===== src/rtl/serial_arith_pkg.sv =====
// Shared definitions for the digit-serial arithmetic blocks: FSM encodings,
// add/subtract mode constants and a width helper for counters.
package serial_arith_pkg;

   typedef enum logic [1:0] {
      ST_IDLE = 2'd0,
      ST_RUN  = 2'd1,
      ST_DONE = 2'd2
   } state_t;

   localparam logic MODE_ADD = 1'b0;
   localparam logic MODE_SUB = 1'b1;

   // Bits needed to count 0..value-1; never less than one so a
   // single-digit configuration still gets a real counter.
   function automatic int clog2(input int value);
      int r;
      r = 0;
      while ((1 << r) < value) r++;
      return (r < 1) ? 1 : r;
   endfunction

endpackage


===== src/rtl/digit_full_adder.sv =====
// DIGIT-wide ripple-carry adder used as the per-cycle arithmetic slice.
module digit_full_adder #(
   parameter int DIGIT = 1
) (
   input  logic [DIGIT-1:0] a,
   input  logic [DIGIT-1:0] b,
   input  logic             ci,
   output logic [DIGIT-1:0] s,
   output logic             co
);

   logic [DIGIT:0] c;

   assign c[0] = ci;

   for (genvar i = 0; i < DIGIT; i++) begin : g_bit
      assign s[i]   = a[i] ^ b[i] ^ c[i];
      assign c[i+1] = (a[i] & b[i]) | (c[i] & (a[i] ^ b[i]));
   end

   assign co = c[DIGIT];

endmodule


===== src/rtl/serial_addsub.sv =====
// Handshaked digit-serial adder/subtractor: latches operands on start,
// processes DIGIT bits per cycle LSB first, streams digits and reports on done.
module serial_addsub
   import serial_arith_pkg::*;
#(
   parameter int WIDTH = 8,
   parameter int DIGIT = 1
) (
   input  logic             clk,
   input  logic             reset,
   input  logic             start,
   input  logic             sub,
   input  logic [WIDTH-1:0] a,
   input  logic [WIDTH-1:0] b,
   input  logic             cin,
   output logic             busy,
   output logic [DIGIT-1:0] s_ser,
   output logic             s_ser_vld,
   output logic             done,
   output logic [WIDTH-1:0] sum,
   output logic             cout,
   output logic             ovf
);

   localparam int K  = WIDTH / DIGIT;
   localparam int CW = clog2(K);
   localparam logic [CW-1:0] LAST = CW'(K - 1);

   state_t state, state_next;

   logic [WIDTH-1:0]       a_q, b_q, res_q, sum_q;
   logic                   carry_q, cout_q, ovf_q;
   logic                   a_msb_q, b_msb_q;
   logic [CW-1:0]          cnt_q;
   logic [DIGIT-1:0]       dsum;
   logic                   dco;
   logic                   accept, last;
   logic [WIDTH+DIGIT-1:0] res_cat;
   logic [WIDTH-1:0]       res_next;

   digit_full_adder #(.DIGIT(DIGIT)) u_fa (
      .a  (a_q[DIGIT-1:0]),
      .b  (b_q[DIGIT-1:0]),
      .ci (carry_q),
      .s  (dsum),
      .co (dco)
   );

   assign accept = start && ((state == ST_IDLE) || (state == ST_DONE));
   assign last   = (state == ST_RUN) && (cnt_q == LAST);

   // New digit enters at the top; after K shifts the first digit sits at bit 0.
   assign res_cat  = {dsum, res_q};
   assign res_next = res_cat[WIDTH+DIGIT-1:DIGIT];

   always_ff @(posedge clk) begin
      if (reset) state <= ST_IDLE;
      else       state <= state_next;
   end

   always_comb begin
      state_next = state;
      case (state)
         ST_IDLE: if (start) state_next = ST_RUN;
         ST_RUN:  if (cnt_q == LAST) state_next = ST_DONE;
         ST_DONE: state_next = start ? ST_RUN : ST_IDLE;
         default: state_next = ST_IDLE;
      endcase
   end

   always_ff @(posedge clk) begin
      if (reset) begin
         a_q     <= '0;
         b_q     <= '0;
         res_q   <= '0;
         sum_q   <= '0;
         carry_q <= 1'b0;
         cout_q  <= 1'b0;
         ovf_q   <= 1'b0;
         a_msb_q <= 1'b0;
         b_msb_q <= 1'b0;
         cnt_q   <= '0;
      end else if (accept) begin
         // Subtraction is a + ~b + ~borrow, so cout reads as "no borrow".
         a_q     <= a;
         b_q     <= (sub == MODE_SUB) ? ~b : b;
         carry_q <= (sub == MODE_SUB) ? ~cin : cin;
         a_msb_q <= a[WIDTH-1];
         b_msb_q <= (sub == MODE_SUB) ? ~b[WIDTH-1] : b[WIDTH-1];
         res_q   <= '0;
         cnt_q   <= '0;
      end else if (state == ST_RUN) begin
         carry_q <= dco;
         res_q   <= res_next;
         a_q     <= a_q >> DIGIT;
         b_q     <= b_q >> DIGIT;
         cnt_q   <= cnt_q + 1'b1;
         if (last) begin
            sum_q  <= res_next;
            cout_q <= dco;
            ovf_q  <= (a_msb_q == b_msb_q) && (res_next[WIDTH-1] != a_msb_q);
         end
      end
   end

   assign busy      = (state == ST_RUN);
   assign s_ser_vld = (state == ST_RUN);
   assign s_ser     = (state == ST_RUN) ? dsum : '0;
   assign done      = (state == ST_DONE);
   assign sum       = sum_q;
   assign cout      = cout_q;
   assign ovf       = ovf_q;

endmodule


===== config.mk =====
export PLATFORM = sky130hd
export DESIGN_NAME = serial_addsub
export DESIGN_NICKNAME = d
export VERILOG_FILES = /design/src/rtl/serial_arith_pkg.sv /design/src/rtl/digit_full_adder.sv /design/src/rtl/serial_addsub.sv
export SDC_FILE = /design/constraint.sdc
export NUM_CORES = 1
export LEC_CHECK = 0
export ABC_AREA = 1
export CAP_MARGIN = 0
export CORE_AREA = 8 8 84 86
export DETAILED_ROUTE_END_ITERATION = 8
export DIE_AREA = 0 0 92 94
export GPL_ROUTABILITY_DRIVEN = 0
export PLACE_DENSITY_LB_ADDON = 0.3
export SLEW_MARGIN = 20
export SYNTH_ARGS = -nofsm -noshare
export SYNTH_HDL_FRONTEND = slang
export SYNTH_SLANG_ARGS = --single-unit

===== constraint.sdc =====
create_clock -name clk -period 1.21 [get_ports clk]
set_input_delay 0.242 -clock clk [delete_from_list [all_inputs] [get_ports clk]]
set_output_delay 0.242 -clock clk [all_outputs]
set_load 0.03 [all_outputs]

# Word level (Yosys, flattened, before mapping)
# Index checks and enable logic that the tools add are counted.
[totals]
ff_bits = 42
input_bits = 21
output_inout_bits = 14
word_cells = 51
[op_classes]
n_eq_ne = 7
n_addsub = 1
n_mux = 14
bitwise_logic = 9
reduce_logical = 9
[ops]
columns = ["op", "count"]
rows = [
  ["8-bit 2-to-1 mux", 5],
  ["8-bit inverter", 1],
  ["1-bit 2-to-1 mux", 6],
  ["2-bit case mux with 3 select lines", 1],
  ["2-bit 2-to-1 mux", 2],
  ["3-bit by 1-bit adder with 3-bit output, second input constant", 1],
  ["3-bit == test, second input constant", 1],
  ["1-bit logical AND", 3],
  ["1-bit inverter", 3],
  ["3-bit AND reduction", 1],
  ["1-bit bitwise AND", 2],
  ["2-bit by 1-bit == test with 1-bit output, second input constant", 1],
  ["2-bit == test, second input constant", 1],
  ["2-bit zero test", 1],
  ["2-bit by 1-bit inequality test with 1-bit output, second input constant", 1],
  ["2-bit inequality test, second input constant", 1],
  ["2-bit AND reduction", 1],
  ["2-bit nonzero test", 1],
  ["2-bit OR reduction", 1],
  ["1-bit XOR", 2],
  ["1-bit == test", 1],
  ["1-bit logical OR", 1],
  ["1-bit inequality test", 1],
  ["1-bit bitwise OR", 1],
]

# Logic depth before layout (Yosys ltp)
# Gate-level depths: netlist of the first run.
[depth]
ltp_word = 5
ltp_mapped = 7
mapped_depth_nobuf = 7

# Hierarchy
# A second synthesis of the first run with hierarchy kept.
[hier_totals]
cells_unflattened = 267
area_unflattened_um2 = 2054.5
[modules_own_cells]
columns = ["mod", "cells_each", "area_each_um2", "seq_area_each_um2", "instances"]
rows = [
  ["serial_addsub", 266, 2034.5, 820.8, 1],
  ["digit_full_adder", 1, 20.0, 0.0, 1],
]

# Worst setup path after synthesis of the first run
# Ideal clock, no wire load.
[synth_timing]
path_type = "reg2out"
from = "register carry_q"
to = "output port s_ser"
path_slack_ps = -222
stages_incl_launch_ff = 6
required_time_ps = 968
arrival_ps = 1190
cell_sequence = "dfxtp_1 inv_1 fa_1 inv_1 nand2_1 inv_1"
[synth_via]
elab_chain_cells = 2
[synth_rtl]
columns = ["element", "line", "source"]
rows = [
  ["start: declaration", "serial_addsub.sv:32", "logic carry_q, cout_q, ovf_q;"],
  ["start signal: assignment", "serial_addsub.sv:87", "carry_q <= (sub == MODE_SUB) ? ~cin : cin;"],
  ["start signal: assignment", "serial_addsub.sv:93", "carry_q <= dco;"],
  ["1-bit XOR", "digit_full_adder.sv:17", "assign s[i] = a[i] ^ b[i] ^ c[i];"],
  ["1-bit 2-to-1 mux", "serial_addsub.sv:108", "assign s_ser = (state == ST_RUN) ? dsum : '0;"],
  ["end: declaration", "serial_addsub.sv:17", "output logic [DIGIT-1:0] s_ser,"],
]
# No other way between the ends.

# Worst setup path in the final report of the first run
[layout_timing]
from = "register a_q[0]"
to = "output port s_ser"
[layout_via]
elab_chain_cells = 3
[layout_rtl]
columns = ["element", "line", "source"]
rows = [
  ["start: declaration", "serial_addsub.sv:31", "logic [WIDTH-1:0] a_q, b_q, res_q, sum_q;"],
  ["start signal: assignment", "serial_addsub.sv:95", "a_q <= a_q >> DIGIT;"],
  ["1-bit XOR (2 in series)", "digit_full_adder.sv:17", ""],
  ["1-bit 2-to-1 mux", "serial_addsub.sv:108", ""],
]
# No other way between the ends.

==> results of run 1 <==
==> final timing paths <==
kind | cells after the start | slack [ps] | endpoint
max | 6 | -570 | s_ser
min | 4 | 440 | a_msb_q
max reg2reg | 9 | -370 | ovf
min reg2reg | 2 | 460 | res_q[4]
==> timing repair <==
| item | 4_1_cts | 5_1_grt |
|---|---|---|
| resized for setup | 23 | 16 |
| setup endpoints to repair | 16 | 22 |
| pin swaps | 4 | 4 |
| hold buffers | 0 | 0 |
| buffers inserted | 4 | 3 |
==> metrics by stage <==
stage               cells  power, uW  TNS, ps  util, %  worst slack [ps]
floorplan             275       1922   -219.9        -            -137.4
global placement      399       2156    -6984    43.12            -294.9
detailed placement    399       2165    -7313    43.12            -315.1
CTS                   411       3575    -1296    47.39            -595.9
global route          414       3793    -1799    48.91            -641.0
finish                414       3599    -1396    48.91            -570.8
==> state kept, by name (all words and copies together) (netlist names), 2 cells and up <==
signal,cells
a_q,8
res_q,7
state,2
sum,8
cnt_q,3
b_q,8
==> worst max-delay path, delay by kind of cell (launching register included) <==
family	cells	cell delay (ps)
buf+inv	4	250
simple gates	1	70
flops	1	340
fa+ha+maj	1	590
==> layout make-up <==
class | count | area [sq um]
fillers | 578 | 2935
multi-input cells | 178 | 954.7
flip-flops and latches | 41 | 828.3
repair buffers | 69 | 624.3
inverters | 43 | 171.4
well taps | 75 | 93.84
clock buffers | 5 | 68.82
clock inverters | 3 | 68.82
==> cells by family after synthesis <==
kind of cell	after synthesis
adders and majority gates	3
AOI/OAI and AO/OA	30
DFF	41
buffers and inverters	56
and+or+nand+nor	141
xor gates and xnor gates	4
==> cells in the final DEF (no fill, tap or decap), types with 3 or more instances in the layout <==
cell,synthesis,routed
a21oi_1,17,17
buf_4,4,39
buf_6,5,7
clkbuf_8,0,5
clkdlybuf4s50_1,0,19
dfxtp_1,41,35
dfxtp_2,0,6
inv_1,39,35
inv_2,3,5
nand2_1,80,78
nand2_4,1,4
nand3_1,30,24
nand3_2,0,6
nor2_1,20,18
nor3_1,5,5
o21ai_0,3,3
o21bai_1,5,5
xor2_1,4,4
==> power breakdown <==
| part | switching (uW) | internal, uW | total, uW |
|---|---|---|---|
| sequential | 46.4 | 1430 | 1480 |
| combinational | 397 | 388 | 785 |
| clock | 504 | 831 | 1330 |
| total | 948 | 2650 | 3600 |
==> routing by layer <==
metal  GRT usage, %  up-vias  wire length, um
met5              0        -                0
li1               -      970                -
met1          13.55      829             2098
met2          19.19       36             2241
met4          4.430        0               61
met3          2.638        7              174
==> impl_metrics.env, run 1 <==
export IMPL_via_count=1842
export IMPL_ys_top_cells_by_area="dfxtp_1 (42%), nand2_1 (15%), nand3_1 (7.7%), inv_1 (7.5%), a21oi_1 (4.3%)"
export IMPL_rsz0062_at_grt="yes"
export IMPL_die_area_sq_mm=0.008648
export IMPL_synth_seq_cells=41
export IMPL_dr_pass1_iters=4
export IMPL_core_area_sq_mm=0.005746
export IMPL_clock_path_buffers=2
export IMPL_cts_made_buffers=5
export IMPL_crit_top_cell="inv_2"
export IMPL_status="finished, violations left"
export IMPL_maxCapViolCount=0
export IMPL_vias_per_cell=4.449
export IMPL_required_ps=970
export IMPL_synth_area_sq_mm=0.001958
export IMPL_h_tree_depth=2
export IMPL_synth_simple_area_share_pct=31.05
export IMPL_ios=35
export IMPL_synth_top_area_share_pct=41.92
export IMPL_r2r_start="a_q[0]"
export IMPL_yosysMostFrequentCell="nand2_1"
export IMPL_synth_top_family_by_area="simple AND/OR/NAND/NOR gates"
export IMPL_hold_path_class="in2reg"
export IMPL_syn_nets=299
export IMPL_yosysSeqAreaShare_pct=41.92
export IMPL_cts_root_buf="clkbuf_8"
export IMPL_die_w_um=92
export IMPL_routedWlPerCell_um=11.05
export IMPL_power_leakage_uw=0.001315
export IMPL_finalCritPeriodShare_pct=147.2
export IMPL_finClkSkew_ps=9.322
export IMPL_crit_path_max_incr_delay_ps=590
export IMPL_synth_ff_type="dfxtp_1"
export IMPL_final_net_count=362
export IMPL_wl_um=4575
export IMPL_antenna_found_initial=0
export IMPL_setup_worst_path_start="a_q[0]"
export IMPL_min_period_ps=1781
export IMPL_drt_iter0_markers=74
export IMPL_synth_edf_count=0
export IMPL_num_antenna_cells=0
export IMPL_synthXorXnorAreaFrac_pct=1.789
export IMPL_avgSynthCellArea_sq_um=7.120
export IMPL_violations="setup timing"
export IMPL_worstPathArrival_ps=1540
export IMPL_slew_headroom_pct=83.99
export IMPL_crit_path_end_kind="output port"
export IMPL_synthTopCellsByCount="nand2_1 (80), dfxtp_1 (41), inv_1 (39)"
export IMPL_cts_clk_slew_worst_paths_ps=90
export IMPL_synthMuxAreaShare_pct=0
export IMPL_setup_violations=6
export IMPL_initial_core_util_pct=34.08
export IMPL_vdd_drop_max_v=0.0005410
export IMPL_insertion_delay_ps=300
export IMPL_synth_compound_area_share_pct=8.882
export IMPL_io_buffers=34
export IMPL_hp_start="start"
export IMPL_hold_viol_final=0
export IMPL_synth_cells=275
export IMPL_grt_pass1_wl_um=8066
export IMPL_drc=0
export IMPL_placed_cell_area_sq_mm=0.002477
export IMPL_cts_tree="yes"
export IMPL_hold_ws_ps=442.8
export IMPL_num_rows=28
export IMPL_slew_viol_final=0
export IMPL_async_flop_share_pct=0
export IMPL_grt_usage_pct=11.33
export IMPL_dieHeight_um=94
export IMPL_crit_slowest_cell="fa_2"
export IMPL_drive_gt1_share_pct=27.14
export IMPL_grt_pass1_vias=1799
export IMPL_synth_fa_ha_area_share_pct=2.300
export IMPL_grt_max_degree=15
export IMPL_path_class="reg2out"
export IMPL_start_kind="flip-flop"
export IMPL_ys_warn_count=0
export IMPL_power_density_mw_per_mm2=1281
export IMPL_ant_nets=0
export IMPL_yosys_area_top_type="dfxtp_1"
export IMPL_yosysUniqueCellTypes=27
export IMPL_cts_sinks=41
export IMPL_max_freq_mhz=561.5
export IMPL_overflow=0
export IMPL_crit_fanout=3
export IMPL_post_route_worst_setup_slack_ps=-570.8
export IMPL_tightest_slew_ps=238.1
export IMPL_crit_chain="inv_2, fa_2, inv_2, nand2_4, inv_4, buf_6"
export IMPL_hpwlAfterDp_um=3355
export IMPL_syn_to_final_growth_pct=43.51
export IMPL_finalInstanceArea_sq_mm=0.002810
Note: power is estimated with default switching activity, not from simulation.
==> run 2: changes to the inputs <==
--- a/config.mk
+++ b/config.mk
@@ -7,12 +7,14 @@
 export LEC_CHECK = 0
 export ABC_AREA = 1
 export CAP_MARGIN = 0
-export CORE_AREA = 8 8 84 86
+export CORE_AREA = 8 8 86 88
 export DETAILED_ROUTE_END_ITERATION = 8
-export DIE_AREA = 0 0 92 94
+export DIE_AREA = 0 0 94 96
 export GPL_ROUTABILITY_DRIVEN = 0
 export PLACE_DENSITY_LB_ADDON = 0.3
+export SKIP_CTS_REPAIR_TIMING = 1
 export SLEW_MARGIN = 20
 export SYNTH_ARGS = -nofsm -noshare
 export SYNTH_HDL_FRONTEND = slang
+export SYNTH_HIERARCHICAL = 1
 export SYNTH_SLANG_ARGS = --single-unit
==> impl_metrics.env, run 2 <==
export IMPL_finClkSkew_ps=5.870
export IMPL_routedWlPerCell_um=10.93
export IMPL_num_antenna_cells=0
export IMPL_io_buffers=34
export IMPL_die_area_sq_mm=0.009024
export IMPL_core_area_sq_mm=0.006096
export IMPL_synth_seq_cells=41
export IMPL_cts_clk_slew_worst_paths_ps=80
export IMPL_violations="setup timing"
export IMPL_r2r_start="a_q[0]"
export IMPL_min_period_ps=1693
export IMPL_drt_iter0_markers=49
export IMPL_grt_usage_pct=10.40
export IMPL_max_freq_mhz=590.7
export IMPL_h_tree_depth=2
export IMPL_post_route_worst_setup_slack_ps=-482.9
export IMPL_synth_top_area_share_pct=39.95
export IMPL_worstPathArrival_ps=1450
export IMPL_async_flop_share_pct=0
export IMPL_synth_simple_area_share_pct=31.79
export IMPL_power_density_mw_per_mm2=1113
export IMPL_rsz0062_at_grt="yes"
export IMPL_initial_core_util_pct=33.70
export IMPL_tightest_slew_ps=204.1
export IMPL_avgSynthCellArea_sq_um=7.695
export IMPL_synth_compound_area_share_pct=11.69
export IMPL_reg2reg_depth=7
export IMPL_yosysMostFrequentCell="nand2_1"
export IMPL_vias_per_cell=4.316
export IMPL_path_class="reg2out"
export IMPL_path_buf_inv=2
export IMPL_crit_slowest_cell="fa_2"
export IMPL_dp_cells=393
export IMPL_fin_tns_setup_ps=-1246
export IMPL_crit_path_max_incr_delay_ps=570
export IMPL_crit_path_end_kind="output port"
export IMPL_synth_cells=267
export IMPL_wl_um=4426
export IMPL_timing_rr_end="ovf"
export IMPL_rrSetupSlack_ps=-180
export IMPL_slew_headroom_pct=86.38
export IMPL_crit_chain="fa_2, nand2_2, inv_4, buf_6"
export IMPL_overflow=0
export IMPL_pre_cts_ws_ps=-229.0
export IMPL_grt_pass1_wl_um=7583
export IMPL_insertion_delay_ps=290
export IMPL_yosys_area_top_type="dfxtp_1"
export IMPL_power_leakage_uw=0.001234
export IMPL_crit_fanout=2
export IMPL_maxCapViolCount=0
export IMPL_drive_gt1_share_pct=31.71
export IMPL_antenna_found_initial=0
export IMPL_grt_max_degree=18
export IMPL_required_ps=970
export IMPL_setup_violations=7
export IMPL_cts_made_buffers=5
export IMPL_final_instance_count_excl_fill=405
export IMPL_num_rows=29
export IMPL_synthTopCellsByCount="nand2_1 (88), dfxtp_1 (41), inv_1 (23)"
export IMPL_yosysUniqueCellTypes=29
export IMPL_start_kind="flip-flop"
export IMPL_layout_common_cells="nand2_1 (87), buf_4 (36), dfxtp_1 (35), inv_1 (21), clkdlybuf4s50_1 (20)"
export IMPL_synthMuxAreaShare_pct=0
export IMPL_yosysSeqAreaShare_pct=39.95
export IMPL_vdd_drop_max_v=0.0005372
export IMPL_cts_tree="yes"
export IMPL_grt_pass1_vias=1716
export IMPL_ys_warn_count=6
export IMPL_ys_top_cells_by_area="dfxtp_1 (40%), nand2_1 (16%), nand3_1 (4.6%), a21oi_2 (4.3%), inv_1 (4.2%)"
export IMPL_slew_viol_final=0
export IMPL_hold_viol_final=0
export IMPL_final_net_count=351
export IMPL_power_uw=3090
export IMPL_hpwlAfterDp_um=3384
export IMPL_hold_path_class="reg2reg"
export IMPL_synth_ff_type="dfxtp_1"
export IMPL_syn_nets=291
export IMPL_ios=35
export IMPL_die_w_um=94
export IMPL_cts_sinks=41
export IMPL_hp_start="sum[1]"
export IMPL_whs_endpoint="sum[1]"
export IMPL_cts_root_buf="clkbuf_8"
export IMPL_synth_top_family_by_area="simple AND/OR/NAND/NOR gates"
export IMPL_cpLargestDelayFamily="adder cells"
export IMPL_clock_path_buffers=2
export IMPL_final_common_cell="nand2_1"
export IMPL_dieHeight_um=96
export IMPL_dr_pass1_iters=4
export IMPL_synth_area_sq_mm=0.002054
export IMPL_status="finished, violations left"
export IMPL_finalCritPeriodShare_pct=139.9
export IMPL_synth_fa_ha_area_share_pct=2.192
export IMPL_worstHoldPathCells=2
export IMPL_via_count=1748
export IMPL_synth_edf_count=0
export IMPL_finish_utilization_pct=45.57
export IMPL_syn_to_final_growth_pct=35.20
export IMPL_ant_nets=0
export IMPL_synthXorXnorAreaFrac_pct=2.132
export IMPL_drc=0
run 2: changes by cell type in the layout (fill, tap and decap cells not counted), moves of 6 or more:
| cell | change |
|---|---|
| a21oi_2 | +10 |
| nand2_1 | +9 |
| inv_1 | -14 |
| o21ai_2 | +8 |
| a21oi_1 | -6 |
| nand3_2 | -6 |
run 2: worst reg2reg max path: stages (launching register included):
cell and delay, ps:
dfxtp_2 340, fa_2 570, buf_4 120, inv_2 30
nand3_1 50, nand3_1 90, nand2_1 70, inv_1 30
run 2: power breakdown:
part / internal [uW] / switching [uW]
sequential: 1430 / 54.7
combinational: 354 / 374
clock: 398 / 480
total: 2180 / 909
run 2: how the worst max path moves through the flow:
stage	start	end	slack [ps]	depth (start not counted)
2_1_floorplan	carry_q	s_ser	-100	3
3_3_place_gp	start	b_q[5]	-220	7
6_report	a_q[0]	s_ser	-480	4
5_1_grt	a_q[0]	s_ser	-530	4
3_5_place_dp	start	b_q[5]	-230	7
4_1_cts	carry_q	s_ser	-520	4
run 2: cells by family after synthesis:
logic type,Yosys count
XOR/XNOR,5
AND/OR/NAND/NOR,142
flip-flops,41
AO/OA/AOI/OAI,34
buffers and inverters,42
adder cells (fa/ha/maj),3
run 2: final cells by class:
class / instances / area, sq um
clock buffer: 5 / 68.82
sequential: 41 / 830.8
fill: 613 / 3318
multi-input combinational: 184 / 1040
inverter: 29 / 121.4
clock inverter: 3 / 17.52
tap: 77 / 96.34
timing repair inverter: 1 / 5.005
timing repair buffer: 65 / 598.1
run 2: per-stage QoR:
stage / instance area [sq um] / hold WS (ps)
2_1_floorplan: 2061 / 311.1
3_3_place_gp: 2571 / 452.6
3_5_place_dp: 2571 / 456.7
4_1_cts: 2658 / 469.7
5_1_grt: 2778 / 493.3
6_report: 2778 / 461.1
run 2: per-layer routing:
| layer | vias to the layer above | GRT usage, % | wire length [um] | share of wire, % |
|---|---|---|---|---|
| li1 | 953 | - | - | - |
| met1 | 765 | 12.29 | 2134 | 48 |
| met2 | 25 | 17.56 | 2077 | 47 |
| met3 | 5 | 2.886 | 151 | 3.4 |
| met4 | 0 | 3.963 | 63 | 1.4 |
| met5 | - | 0 | 0 | 0 |
==> run 3: changes to the inputs <==
--- a/config.mk
+++ b/config.mk
@@ -7,14 +7,13 @@
 export LEC_CHECK = 0
 export ABC_AREA = 1
 export CAP_MARGIN = 0
-export CORE_AREA = 8 8 86 88
+export CORE_AREA = 8 8 84 86
 export DETAILED_ROUTE_END_ITERATION = 8
-export DIE_AREA = 0 0 94 96
-export GPL_ROUTABILITY_DRIVEN = 0
+export DIE_AREA = 0 0 92 94
+export HOLD_SLACK_MARGIN = 0.12
 export PLACE_DENSITY_LB_ADDON = 0.3
 export SKIP_CTS_REPAIR_TIMING = 1
 export SLEW_MARGIN = 20
 export SYNTH_ARGS = -nofsm -noshare
 export SYNTH_HDL_FRONTEND = slang
-export SYNTH_HIERARCHICAL = 1
 export SYNTH_SLANG_ARGS = --single-unit
==> impl_metrics.env, run 3 (synthesis gave the netlist of run 1 again) <==
export IMPL_status="finished, violations left"
export IMPL_violations="setup timing"
export IMPL_power_density_mw_per_mm2=1285
export IMPL_cts_root_buf="clkbuf_8"
export IMPL_crit_path_end_kind="output port"
export IMPL_hold_ws_ps=435.2
export IMPL_p_clk_share_pct=37.3
export IMPL_overflow=0
export IMPL_internal_power_uw=2642
export IMPL_final_net_count=363
export IMPL_wl_um=4501
export IMPL_hold_viol_final=0
export IMPL_post_route_worst_setup_slack_ps=-597.4
export IMPL_grt_pass1_wl_um=7797
export IMPL_finalInstanceArea_sq_mm=0.002783
export IMPL_antenna_found_initial=0
export IMPL_grt_max_degree=15
export IMPL_dieHeight_um=94
export IMPL_core_area_sq_mm=0.005746
export IMPL_crit_fanout=3
export IMPL_die_w_um=92
export IMPL_multi_input_area_sq_um=915.9
export IMPL_start_kind="flip-flop"
export IMPL_routedWlPerCell_um=10.85
export IMPL_grt_usage_pct=10.94
export IMPL_setup_violations=6
export IMPL_rsz0062_at_grt="yes"
export IMPL_path_class="reg2out"
export IMPL_slew_headroom_pct=80.69
export IMPL_initial_core_util_pct=34.08
export IMPL_maxCapViolCount=0
export IMPL_required_ps=970
export IMPL_tightest_slew_ps=287.2
export IMPL_hpwlAfterDp_um=3355
export IMPL_drc=0
export IMPL_syn_to_final_growth_pct=42.11
export IMPL_via_count=1814
export IMPL_crit_slowest_cell="fa_2"
export IMPL_fillerInstances=580
export IMPL_worstPathArrival_ps=1570
export IMPL_crit_chain="inv_2, fa_2, inv_2, nand2_4, inv_4, buf_6"
export IMPL_finalCritPeriodShare_pct=149.4
export IMPL_dr_pass1_iters=4
export IMPL_vdd_drop_max_v=0.0005520
export IMPL_p_switching_uw=935.1
export IMPL_insertion_delay_ps=300
export IMPL_num_antenna_cells=0
export IMPL_cts_made_buffers=5
export IMPL_ant_nets=0
export IMPL_power_uw=3577
export IMPL_drive_gt1_share_pct=25.29
export IMPL_io_buffers=34
export IMPL_num_rows=28
export IMPL_die_area_sq_mm=0.008648
export IMPL_grt_pass1_vias=1766
export IMPL_cts_clk_slew_worst_paths_ps=80
export IMPL_slew_viol_final=0
export IMPL_cts_tree="yes"
export IMPL_max_freq_mhz=553.3
export IMPL_power_leakage_uw=0.001310
export IMPL_final_common_cell="nand2_1"
export IMPL_ios=35
export IMPL_layout_common_cells="nand2_1 (78), buf_4 (41), dfxtp_1 (36), inv_1 (35), nand3_1 (30)"
export IMPL_crit_top_cell="inv_2"
export IMPL_comb_power_share_pct=21.4
export IMPL_cts_sinks=41
export IMPL_seqCellArea_sq_um=827.0
export IMPL_min_period_ps=1807
export IMPL_p_seq_share_pct=41.3
export IMPL_pre_cts_ws_ps=-315.1
export IMPL_swShare_pct=26.14
export IMPL_h_tree_depth=2
export IMPL_routabilityCongestion=0.8023
export IMPL_vias_per_cell=4.371
export IMPL_drt_iter0_markers=57
export IMPL_crit_path_max_incr_delay_ps=590
export IMPL_hold_path_class="in2reg"
export IMPL_placed_cell_area_sq_mm=0.002477
export IMPL_clock_path_buffers=2
export IMPL_finClkSkew_ps=8.816
run 3: area by class of cell:
| class | instances | area share, % |
|---|---|---|
| Clock buffer | 5 | 2.473 |
| Clock inverter | 3 | 2.473 |
| Inverter | 43 | 6.340 |
| Multi-Input combinational cell | 178 | 32.91 |
| Sequential cell | 41 | 29.72 |
| Tap cell | 75 | 3.372 |
| Timing Repair Buffer | 70 | 22.71 |
run 3: final timing paths:
kind / start / endpoint / slack, ps / cells after the start
min reg2reg: res_q[1] / sum[0] / 460 / 2
max: b_q[0] / s_ser / -600 / 6
max reg2reg: b_q[0] / res_q[7] / -210 / 7
min: start / carry_q / 440 / 5
run 3: worst max-delay path, delay by kind of cell, from the launching register on:
family                   cells  cell delay [ps]
AND/OR/NAND/NOR              1               80
buffers and inverters        4              250
flip-flops                   1              340
adder cells (fa/ha/maj)      1              590
run 3: metal layers:
layer / global-route usage (%) / vias up / wire length (um)
li1: - / 973 / -
met1: 13.03 / 806 / 2098
met2: 18.47 / 28 / 2179
met3: 2.638 / 7 / 151
met4: 4.430 / 0 / 71
met5: 0 / - / 0
run 3: through the flow:
stage,TNS [ps],utilization (%),cells
2_1_floorplan,-219.9,-,275
3_3_place_gp,-6984,43.12,399
3_5_place_dp,-7313,43.12,399
4_1_cts,-2410,45.51,407
5_1_grt,-1666,48.43,415
6_report,-1373,48.43,415
run 3: power by group through the flow:
| stage | combinational [uW] | sequential, uW | clock, uW |
|---|---|---|---|
| after global placement | 656 | 1500 | 0 |
| after CTS | 666 | 1470 | 1370 |
| after detailed placement | 662 | 1500 | 0 |
| final | 766 | 1480 | 1330 |
| after global routing | 861 | 1490 | 1420 |
| after floorplan | 428 | 1490 | 0 |
